## config.mk

```make
export PLATFORM = sky130hd
export DESIGN_NAME = light_mode_decoder
export DESIGN_NICKNAME = d
export VERILOG_FILES = /design/src/rtl/light_mode_decoder.sv
export SDC_FILE = /design/constraint.sdc
export NUM_CORES = 1
export LEC_CHECK = 0
export ABC_CLOCK_PERIOD_IN_PS = 3700
export BUFFER_PORTS_ARGS = -buffer_cell sky130_fd_sc_hd__buf_4
export CAP_MARGIN = 20
export CORE_MARGIN = 2
export CORE_UTILIZATION = 45
export CTS_CLUSTER_DIAMETER = 80
export CTS_CLUSTER_SIZE = 16
export DETAILED_ROUTE_END_ITERATION = 10
export PLACE_DENSITY = 0.58
export SYNTH_ARGS = -nofsm -noshare
export SYNTH_HDL_FRONTEND = slang
export SYNTH_SLANG_ARGS = --single-unit
```

## constraint.sdc

```tcl
create_clock -name clk -period 3.7 [get_ports clk]
set_input_delay 0.37 -clock clk [delete_from_list [all_inputs] [get_ports clk]]
set_output_delay 0.37 -clock clk [all_outputs]
set_load 0.01 [all_outputs]
```

## src/rtl/light_mode_decoder.sv

```systemverilog
// Receive-side bike-light mode decoder: glitch-filters the 2-bit mode code,
// decodes it to a one-hot state and drives the matching light waveform.
module light_mode_decoder #(
    parameter int unsigned FILTER_CYCLES = 2,
    parameter int unsigned BLINK_HALF    = 62500000,
    parameter int unsigned BLINK_CNT_W   = 27,
    parameter int unsigned DIM_PERIOD    = 16,
    parameter int unsigned DIM_DUTY      = 4
) (
    input  logic       clk,
    input  logic       reset_n,
    input  logic [1:0] code,
    output logic [3:0] state,
    output logic       light_out,
    output logic       mode_changed
);

    localparam int unsigned FILT_W = $clog2(FILTER_CYCLES + 1);
    localparam int unsigned PWM_W  = (DIM_PERIOD > 1) ? $clog2(DIM_PERIOD) : 1;

    localparam logic [FILT_W-1:0]      FILT_FULL  = FILT_W'(FILTER_CYCLES);
    localparam logic [BLINK_CNT_W-1:0] BLINK_LAST = BLINK_CNT_W'(BLINK_HALF - 1);
    localparam logic [PWM_W-1:0]       PWM_LAST   = PWM_W'(DIM_PERIOD - 1);

    localparam logic [3:0] ST_OFF   = 4'b0001;
    localparam logic [3:0] ST_ON    = 4'b0010;
    localparam logic [3:0] ST_BLINK = 4'b0100;
    localparam logic [3:0] ST_DIM   = 4'b1000;

    logic [1:0]             filt_sample_q, filt_sample_d;
    logic [FILT_W-1:0]      filt_cnt_q, filt_cnt_d;
    logic [BLINK_CNT_W-1:0] blink_cnt_q, blink_cnt_d;
    logic                   blink_phase_q, blink_phase_d;
    logic [PWM_W-1:0]       pwm_cnt_q, pwm_cnt_d;
    logic [3:0]             state_d, code_state;
    logic                   light_d, changed_d;

    always_comb begin
        // NOTE: every signal driven here gets a default first, so no path can leave one unassigned and infer a latch.
        filt_sample_d = filt_sample_q;
        filt_cnt_d    = filt_cnt_q;
        state_d       = state;
        light_d       = 1'b0;
        changed_d     = 1'b0;
        blink_cnt_d   = '0;
        blink_phase_d = 1'b1;
        pwm_cnt_d     = '0;
        code_state    = ST_OFF << code;

        if (code == filt_sample_q) begin
            if (filt_cnt_q != FILT_FULL) filt_cnt_d = filt_cnt_q + FILT_W'(1);
        end else begin
            filt_sample_d = code;
            filt_cnt_d    = FILT_W'(1);
        end

        // A real mode change restarts every waveform generator from its first cycle.
        if (filt_cnt_d == FILT_FULL && code_state != state) begin
            state_d   = code_state;
            changed_d = 1'b1;
            light_d   = (code_state == ST_ON) || (code_state == ST_BLINK) ||
                        ((code_state == ST_DIM) && (DIM_DUTY != 0));
        end else begin
            case (state)
                ST_ON: light_d = 1'b1;
                ST_BLINK: begin
                    if (blink_cnt_q == BLINK_LAST) begin
                        blink_cnt_d   = '0;
                        blink_phase_d = ~blink_phase_q;
                    end else begin
                        blink_cnt_d   = blink_cnt_q + BLINK_CNT_W'(1);
                        blink_phase_d = blink_phase_q;
                    end
                    light_d = blink_phase_d;
                end
                ST_DIM: begin
                    pwm_cnt_d = (pwm_cnt_q == PWM_LAST) ? '0 : pwm_cnt_q + PWM_W'(1);
                    light_d   = (32'(pwm_cnt_d) < DIM_DUTY);
                end
                default: light_d = 1'b0;
            endcase
        end
    end

    // NOTE: sequential state uses non-blocking assignments so all registers update together on the edge.
    always_ff @(posedge clk or negedge reset_n) begin
        if (!reset_n) begin
            filt_sample_q <= 2'b00;
            filt_cnt_q    <= '0;
            blink_cnt_q   <= '0;
            blink_phase_q <= 1'b1;
            pwm_cnt_q     <= '0;
            state         <= ST_OFF;
            light_out     <= 1'b0;
            mode_changed  <= 1'b0;
        end else begin
            filt_sample_q <= filt_sample_d;
            filt_cnt_q    <= filt_cnt_d;
            blink_cnt_q   <= blink_cnt_d;
            blink_phase_q <= blink_phase_d;
            pwm_cnt_q     <= pwm_cnt_d;
            state         <= state_d;
            light_out     <= light_d;
            mode_changed  <= changed_d;
        end
    end

endmodule

```

==> results.json <==
{
  "ant_nets": 0,
  "via_count": 1589,
  "syn_nets": 227,
  "avgSynthCellArea_sq_um": 9.75,
  "post_cts_buffers": 0,
  "ios": 10,
  "cts_hold_buf": 0,
  "maxSlewViolCount": 0,
  "first_pass_iters": 4,
  "slowest_delay_ns": 0.52,
  "wl_um": 4170,
  "synth_edf_count": 0,
  "die_area_sq_um": 5330,
  "setup_slack_ns": 1.55,
  "area_growth_syn_to_layout_pct": 8.40,
  "path_max_fanout": 25,
  "p_switching_w": 0.000314,
  "status": "completed",
  "final_nets": 235,
  "htreeDepth": 2,
  "ys_seq_elements": 42,
  "yosys.area.top_type": "dfrtp_1",
  "clockBufferDepth": 2,
  "ys_types": 41,
  "p_int_w": 0.000733,
  "hold_viol_final": 0,
  "cts_root_buf": "clkbuf_8",
  "syn_area_sq_um": 2140,
  "period_needed_ns": 2.15,
  "place_congestion": 0.803,
  "n_antenna_cell": 0,
  "clk_pin_slew_worst_paths_ns": 0.08,
  "start_kind": "flip-flop",
  "fin_skew_ns": 0.00654,
  "cp-end-kind": "flip-flop",
  "clock_latency_ns": 0.29,
  "cts_resized": 0,
  "utilization_pct": 49.9,
  "initial_core_util_pct": 46.0,
  "cp.required_ns": 3.86,
  "synth.area.top_cells": "dfrtp_1 (47%), xor2_1 (8.2%), nor2_1 (5.8%)",
  "max-vdd-ir-drop_uv": 292,
  "die_w_um": 73.0,
  "preCtsSetupSlack_ns": 1.51,
  "path_class": "reg -> reg",
  "combPwrFrac_pct": 19.3,
  "hold_ws_ns": 0.0599,
  "min_period_over_period_pct": 58.0,
  "power.share.sequential_pct": 52.1,
  "fp-row-count": 25,
  "cts_buffers": 5,
  "drv_cap": 0,
  "worst-path-buf-inv": 0,
  "async_flop_share_pct": 100,
  "grt_max_degree": 43,
  "setup-tns-final_ns": 0,
  "min_path_type": "in -> async",
  "placed_area_sq_um": 2230,
  "p_per_area_nw_per_um2": 451,
  "worst_pin_slew_ns": 0.752,
  "final.fill_count": 464,
  "max-slew-margin-rel_pct": 49.4,
  "core_sq_um": 4660,
  "grt_pass1_vias": 1588,
  "syn_inst": 220,
  "p_sw_share_pct": 30.0,
  "ys_warn_count": 0,
  "antenna_found_initial": 0,
  "grt_pass1_wl_um": 7290,
  "pwr-share-clk_pct": 28.6,
  "io_buffers": 9,
  "layout-drive-gt1-share_pct": 10.0,
  "final-setup-viol-count": 0,
  "fin_area_sq_um": 2320,
  "synthFlopType": "dfrtp_1",
  "slowest_stage": "or4b_1",
  "drc": 0,
  "routedWlPerCell_um": 14.7,
  "dp_hpwl_um": 2860,
  "cp_cell_sequence": "or4b_1 > nor4b_1 > nand4_1 > nand2_2 > nor2_1",
  "cts_tree": "built",
  "seq_area_frac_synth_pct": 49.1,
  "cp_top_family": "simple AND/OR/NAND/NOR gates",
  "netlist.area_leader.share_pct": 46.7,
  "rsz0062_at_grt": "no",
  "drt_iter0_markers": 61,
  "cts.sinks": 42,
  "grt-ovfl-total": 0,
  "cp.arrival_ns": 2.30,
  "viasPerCell": 5.61,
  "fmax_ghz": 0.466,
  "leakage_nw": 0.967,
  "grt_usage_pct": 17.9,
  "die_h_um": 73.0
}
layout by cell type, fill, tap and decap left out, drive strengths merged, types with 6 or more instances in the layout:
cell / count
and3: 6
buf: 9
clkbuf: 7
dfrtp: 40
inv: 7
nand2: 20
nand2b: 6
nand3: 15
nand4: 8
nor2: 33
nor3: 7
o21ai: 6
xnor2: 7
xor2: 20
final cells by class:
class                      instances  area (sq um)  share of cell area, %
sequential                        42          1050                   45.3
clock buffer                       7          86.3                   3.71
tap                               54          67.6                   2.91
inverter                           7          26.3                   1.13
timing repair buffer               9          67.6                   2.91
clock inverter                     1          5.00                  0.215
multi-input combinational        163          1020                   43.8
worst paths after layout:
| path | from | end | slack [ns] | cells past startpoint |
|---|---|---|---|---|
| worst max-delay path | blink_cnt_q[12] | blink_cnt_q[15] | 1.55 | 5 |
| worst min-delay path | reset_n | blink_cnt_q[13] | 0.06 | 1 |
| worst max register to register | blink_cnt_q[12] | blink_cnt_q[15] | 1.55 | 5 |
| worst min register to register | pwm_cnt_q[0] | pwm_cnt_q[0] | 0.49 | 1 |
| max in group asynchronous | reset_n | state[0] | 3.26 | 1 |
| min in group clk | code[0] | filt_sample_q[0] | 0.26 | 1 |
power groups by stage:
stage	Clock, W	Combinational (W)	Sequential (W)
after floorplan	0	0.000126	0.000556
after global placement	0	0.000198	0.000549
after detailed placement	0	0.000205	0.000553
after CTS	0.000308	0.000206	0.000544
after global routing	0.000329	0.000229	0.000551
final	0.000300	0.000202	0.000545
cell usage after synthesis (2+ instances only):
cell type and instances:
ha_1 3, and3_1 6, nand2_1 19, nor3_1 6, dfrtp_1 40, a31oi_1 2
or3_1 2, dfstp_2 2, nor2_1 33, inv_1 7, xnor2_1 7, nor4_1 4
nand4_1 7, xor2_1 20, nand2b_1 6, nand3_1 15, nor4bb_1 3, nor4b_1 4
nor3b_1 2, clkbuf_1 5, buf_6 2, o21ai_0 6
stage by stage:
stage / instances / total power, W
after floorplan: 220 / 0.000682
after global placement: 275 / 0.000747
after detailed placement: 275 / 0.000758
final: 283 / 0.00105
after global routing: 283 / 0.00111
after CTS: 283 / 0.00106
metal layers:
layer  track usage, %  up-vias  routed length [um]
li1                 -      778                   -
met1             24.7      789                2130
met2             27.1       15                1880
met3             4.83        7                 102
met4             5.97        0                  57
met5                0        -                   0
sequential cells by signal (all words and copies together), names as in the netlist:
signal         cells
pwm_cnt_q          4
mode_changed       1
blink_cnt_q       27
light_out          1
state              4
blink_phase_q      1
filt_sample_q      2
filt_cnt_q         2
cells by family (layout without fill, tap and decap cells):
| logic type | Yosys count | after routing | synth area share (%) |
|---|---|---|---|
| AND/OR/NAND/NOR | 117 | 117 | 29.9 |
| buffers and inverters | 15 | 24 | 3.38 |
| XOR/XNOR | 27 | 27 | 11.0 |
| flip-flops | 42 | 42 | 49.1 |
| AO/OA/AOI/OAI | 16 | 16 | 4.84 |
| adder cells (fa/ha/maj) | 3 | 3 | 1.75 |
(Power assumes the default switching activity.)
